### src/rtl/data_mem_responder.sv
// Data-memory responder for the multicycle core: accepts one load/store, waits
// LATENCY cycles, performs a little-endian byte/half/word access, pulses ready.

module data_mem_lane #(
  parameter int DEPTH_WORDS = 64,
  parameter int AW          = 6
) (
  input  logic          clk,
  input  logic          we,
  input  logic [AW-1:0] idx,
  input  logic [7:0]    wbyte,
  output logic [7:0]    rbyte
);
  logic [7:0] mem [DEPTH_WORDS];

  always_ff @(posedge clk)
    if (we) mem[idx] <= wbyte;

  assign rbyte = mem[idx];
endmodule

module data_mem_responder #(
  parameter int DEPTH_WORDS = 64,
  parameter int LATENCY     = 1
) (
  input  logic        clk,
  input  logic        rst,
  input  logic        req_rd,
  input  logic        req_wr,
  input  logic [31:0] addr,
  input  logic [31:0] wdata,
  input  logic [1:0]  size,
  input  logic        unsigned_ld,
  output logic        busy,
  output logic        ready,
  output logic [31:0] rdata,
  output logic        err
);
  localparam int NUM_LANES = 4;
  localparam int AW        = $clog2(DEPTH_WORDS);

  typedef enum logic [1:0] {IDLE, WAIT, DONE} state_t;

  state_t state, nextState;
  logic              access;
  logic [AW+1:0]     addrQ;
  logic [31:0]       wdataQ;
  logic [1:0]        sizeQ;
  logic              unsQ, rdQ, wrQ, errQ;
  logic [3:0]        cnt;
  logic              reqErr;
  logic [NUM_LANES-1:0]      laneSel, laneWe;
  logic [NUM_LANES-1:0][7:0] wAligned, rdWord;
  logic [7:0]        ldByte;
  logic [15:0]       ldHalf;
  logic [31:0]       ldData;
  logic              unusedAddrHi;

  // Address bits above the array are deliberately ignored (wrap-around).
  assign unusedAddrHi = ^addr[31:AW+2];

  always_ff @(posedge clk or negedge rst)
    if (!rst) state <= IDLE;
    else      state <= nextState;

  always_comb begin
    nextState = state;
    access    = 1'b0;
    case (state)
      IDLE: if (req_rd || req_wr) nextState = WAIT;
      WAIT: if (cnt == 4'd0) begin
        nextState = DONE;
        access    = 1'b1;
      end
      DONE:    nextState = IDLE;
      default: nextState = IDLE;
    endcase
  end

  always_ff @(posedge clk or negedge rst)
    if (!rst) begin
      addrQ  <= '0;
      wdataQ <= '0;
      sizeQ  <= '0;
      unsQ   <= 1'b0;
      rdQ    <= 1'b0;
      wrQ    <= 1'b0;
      cnt    <= '0;
      errQ   <= 1'b0;
      rdata  <= '0;
    end else begin
      if (state == IDLE && (req_rd || req_wr)) begin
        addrQ  <= addr[AW+1:0];
        wdataQ <= wdata;
        sizeQ  <= size;
        unsQ   <= unsigned_ld;
        rdQ    <= req_rd;
        wrQ    <= req_wr;
        cnt    <= 4'(LATENCY);
      end else if (state == WAIT && cnt != 4'd0) begin
        cnt <= cnt - 4'd1;
      end
      if (access) begin
        errQ <= reqErr;
        if (reqErr)   rdata <= '0;
        else if (rdQ) rdata <= ldData;
      end
    end

  assign reqErr = (rdQ && wrQ) || (sizeQ == 2'd3) ||
                  (sizeQ == 2'd1 && addrQ[0]) ||
                  (sizeQ == 2'd2 && addrQ[1:0] != 2'd0);

  // Store data is replicated so every lane sees its byte of a right-aligned value.
  always_comb begin
    case (sizeQ)
      2'd0:    wAligned = {4{wdataQ[7:0]}};
      2'd1:    wAligned = {2{wdataQ[15:0]}};
      default: wAligned = wdataQ;
    endcase
    for (int l = 0; l < NUM_LANES; l++) begin
      case (sizeQ)
        2'd0:    laneSel[l] = (addrQ[1:0] == 2'(l));
        2'd1:    laneSel[l] = (addrQ[1] == 1'(l / 2));
        default: laneSel[l] = 1'b1;
      endcase
      laneWe[l] = access && wrQ && !reqErr && laneSel[l];
    end
  end

  for (genvar g = 0; g < NUM_LANES; g++) begin : gLane
    data_mem_lane #(.DEPTH_WORDS(DEPTH_WORDS), .AW(AW)) uLane (
      .clk  (clk),
      .we   (laneWe[g]),
      .idx  (addrQ[AW+1:2]),
      .wbyte(wAligned[g]),
      .rbyte(rdWord[g])
    );
  end

  always_comb begin
    ldByte = rdWord[addrQ[1:0]];
    ldHalf = addrQ[1] ? {rdWord[3], rdWord[2]} : {rdWord[1], rdWord[0]};
    case (sizeQ)
      2'd0:    ldData = unsQ ? {24'd0, ldByte} : {{24{ldByte[7]}}, ldByte};
      2'd1:    ldData = unsQ ? {16'd0, ldHalf} : {{16{ldHalf[15]}}, ldHalf};
      default: ldData = rdWord;
    endcase
  end

  assign busy  = (state != IDLE);
  assign ready = (state == DONE);
  assign err   = ready && errQ;
endmodule

### config.mk
export PLATFORM = sky130hd
export DESIGN_NAME = data_mem_responder
export DESIGN_NICKNAME = d
export VERILOG_FILES = /design/src/rtl/data_mem_responder.sv
export SDC_FILE = /design/constraint.sdc
export NUM_CORES = 2
export LEC_CHECK = 0
export ABC_AREA = 0
export CAP_MARGIN = 20
export CELL_PAD_IN_SITES_DETAIL_PLACEMENT = 0
export CELL_PAD_IN_SITES_GLOBAL_PLACEMENT = 1
export CORE_UTILIZATION = 49
export CTS_CLUSTER_DIAMETER = 80
export DETAILED_ROUTE_END_ITERATION = 10
export PLACE_DENSITY = 0.81
export SYNTH_ARGS = -nofsm -noshare
export SYNTH_HDL_FRONTEND = slang
export SYNTH_SLANG_ARGS = --single-unit
### constraint.sdc
create_clock -name clk -period 4.8 [get_ports clk]
set_input_delay 0.96 -clock clk [delete_from_list [all_inputs] [get_ports clk]]
set_output_delay 0.96 -clock clk [all_outputs]
set_load 0.05 [all_outputs]
==> out/results.tsv <==
metric	value	unit
highest attainable clock frequency	211	MHz
CP Class	flop to flop	
number of maximum-capacitance constraint violations	0	
cell area power density	657	mW/mm²
TritonCTS clock tree	yes	
Layout area overhead	15.4	%
die height	411	µm
Least-Margin Pin Slew	1210	ps
FFs w/ async S/R, synth	3.94	%
average cell area after synthesis	16.8	µm²
part of the Yosys area used for sequential elements	77.5	%
Slowest Stage Delay on Critical Path	1020	ps
# hold bufs at CTS	0	
maximum clock skew at final layout	43.2	ps
Skew-Pair Late Insertion Delay	870	ps
starting density of the core	49.6	%
top_reg_cell synth	edfxtp_1	
outcome	completed	
maximum number of pins on one net before global-route repair	72	
series of cell instances along the critical path	clkinv_1 -> buf_4 -> a32o_1 -> o31ai_1 -> o211ai_1 -> nor4_1 -> buf_4 -> nor4_1 -> o2111ai_2 -> o211ai_1	
width of the die	411	µm
gate count after technology mapping	4894	
hold violation count in the final report	0	
cell leakage power	0.0305	µW
arrival time at the worst endpoint	5430	ps
via count normalized by instance count	6.79	
remaining antenna violation count after routing	0	
half-perimeter wire length of the detailed placement result	170000	µm
launching element of the worst setup path	addrQ[4]$_DFFE_PN0P_	
gp weighted congestion	0.963	
number of filler cells placed in the layout	12300	
wire length of the first global-routing pass	372000	µm
Total GRT Usage	31.5	%
startpoint types	flop	
max-slew violation count	0	
Pre-antenna DRT Iters	6	
Worst Path Max Fanout	41	
shortest period the worst path allows	4740	ps
commonest non-fill, non-tap cells in the layout	edfxtp_1 (2,048), buf_4 (447), a22oi_1 (426), nor2_1 (326), nand2_1 (297)	
FF+latch count, synth	2132	
GRT overflow	0	
Std-Cell Core Area	0.166	mm²
number of buffers created by CTS	200	
number of nets in the layout	5386	
required time reported for the critical path endpoint	5480	ps
vias in the first global route	48700	
DR DRC count	0	
Iteration-0 DRC Markers	9568	
Post-synth EDFFs	2048	
multi-input gate area in the final layout	0.0170	mm²
Max Buffers Root-to-Sink	3	
number of top-level design ports	106	
crit end category	flop	
commonest non-fill, non-tap cell in the layout	edfxtp_1	
buffers inserted by post-CTS timing repair	0	
synth unique cells	82	
sequential cell area	0.0636	mm²
peak supply drop	0.853	mV
worst hold-check slack	191	ps
number of clock sinks seen by CTS	2132	
Root Driver	clkbuf_16	
final core occ	57.2	%
cell type group with the largest total delay on the critical path	compound AO/OA/AOI/OAI gates	
total of endpoints with negative setup slack in the final report	0	
kind of path behind the tightest hold check	primary input to asynchronous set/reset pin	
buffer and inverter count on the worst path	3	
share of the clock period used by the worst path after layout	98.8	%
proportion of layout cells with a drive suffix above 1	17.6	%
detailed-route wire length	270000	µm
critical path's slowest cell	dfrtp_4	
unrepaired setup endpoints after global routing	false	
number of warning messages in the yosys log	0	
clk slew on worst S/H paths	60	ps
Resize count post-CTS	0	
reg2reg start	addrQ[4]$_DFFE_PN0P_	
relative slew slack	18.8	%
antenna violations before repair	25	
H-tree depth	4	
number of port buffers	81	
die outline area	0.169	mm²
Mapped Nets	4966	
routed len/inst	35.1	µm
total via count after detailed routing	52100	
setup TNS	0	ps
Cell Rows	149	
area of the mapped netlist	0.0820	mm²
-- metal layers --
layer / GRT usage (%) / vias up / part of all wire, %
li1: - / 20800 / -
met1: 41.2 / 26000 / 34
met2: 44.6 / 4418 / 43
met3: 11.5 / 877 / 16
met4: 19.8 / 24 / 7.2
met5: 0 / - / 0.072
-- worst register-to-register path, delay by kind of cell, from the launching register on --
family                 cells  cell delay [ps]
and+or+nand+nor            2              550
DFF                        1             1020
AOI/OAI and AO/OA          5             2140
buffers and inverters      3              860
-- cell families after synthesis --
kind of cell	count (synthesis)	share of synthesized area [%]
flops	2132	77.5
compound gates	1172	10.8
simple gates	949	5.65
buf+inv	375	2.11
mux	263	3.89
xor+xnor	2	0.0214
fa+ha+maj	1	0.0152
-- sequential cells by signal, indices dropped and copies added, names as in the netlist --
signal,flops
gLane.uLane.mem,2048
rdata,32
wdataQ,32
addrQ,8
cnt,4
sizeQ,2
state,2
errQ,1
rdQ,1
unsQ,1
wrQ,1
-- final cells by class --
cell class              instances  area share [%]
flip-flops and latches       2132            67.2
diodes                          9          0.0238
clock inverters               115            1.05
multi-input cells            2387            17.9
well taps                    2189            2.89
repair buffers                574            5.37
inverters                      19          0.0753
clock buffers                 255            5.50
-- worst paths after layout --
check | to | slack, ps | cells after the start
worst min register to register | wdataQ[18]$_DFFE_PN0P_ | 480 | 2
max in group asynchronous | addrQ[7]$_DFFE_PN0P_ | 3730 | 2
min in group clk | wdataQ[18]$_DFFE_PN0P_ | 480 | 2
worst max-delay path | rdata[20]$_DFFE_PN0P_ | 60 | 10
worst min-delay path | rdata[27]$_DFFE_PN0P_ | 190 | 1
worst max register to register | rdata[20]$_DFFE_PN0P_ | 60 | 10
-- per-stage QoR --
stage                     cells  setup WS (ps)  area [µm²]  total power, µW
after floorplan            4894            186       82000            35900
after global placement     7288            423       88300            45700
after detailed placement   7290            428       88300            46100
after CTS                  7660            394       94500            61100
after global routing       7671           82.8       94700            63200
final                      7680           58.9       94700            62200
-- cell usage after synthesis, types with 20 or more instances --
cell | n | area, µm²
buf_4 | 23 | 173
buf_2 | 157 | 786
nor4_1 | 22 | 138
mux2i_1 | 147 | 1470
o211ai_1 | 24 | 180
a222oi_1 | 22 | 220
a221o_1 | 33 | 330
nor2_1 | 331 | 1240
mux4_2 | 37 | 833
nand2_1 | 299 | 1120
a211oi_1 | 20 | 150
edfxtp_1 | 2048 | 61500
mux2_2 | 79 | 890
o22ai_1 | 32 | 200
clkbuf_1 | 135 | 507
a31oi_1 | 72 | 450
nand4_1 | 44 | 275
o21ai_0 | 81 | 405
nor4b_1 | 21 | 184
a221oi_1 | 99 | 867
a21oi_1 | 91 | 455
dfrtp_1 | 84 | 2100
nand3_1 | 42 | 210
a22o_1 | 95 | 832
and4b_1 | 22 | 220
a22oi_1 | 426 | 3200
buf_1 | 35 | 131
nor3_1 | 26 | 130
-- power by group --
part / leakage [µW] / switching [µW] / internal (µW)
Combinational: 0.00786 / 15900 / 6000
Clock: 0.00301 / 6990 / 8220
Sequential: 0.0196 / 631 / 24500
Total: 0.0305 / 23500 / 38700
(Power assumes the default switching activity.)
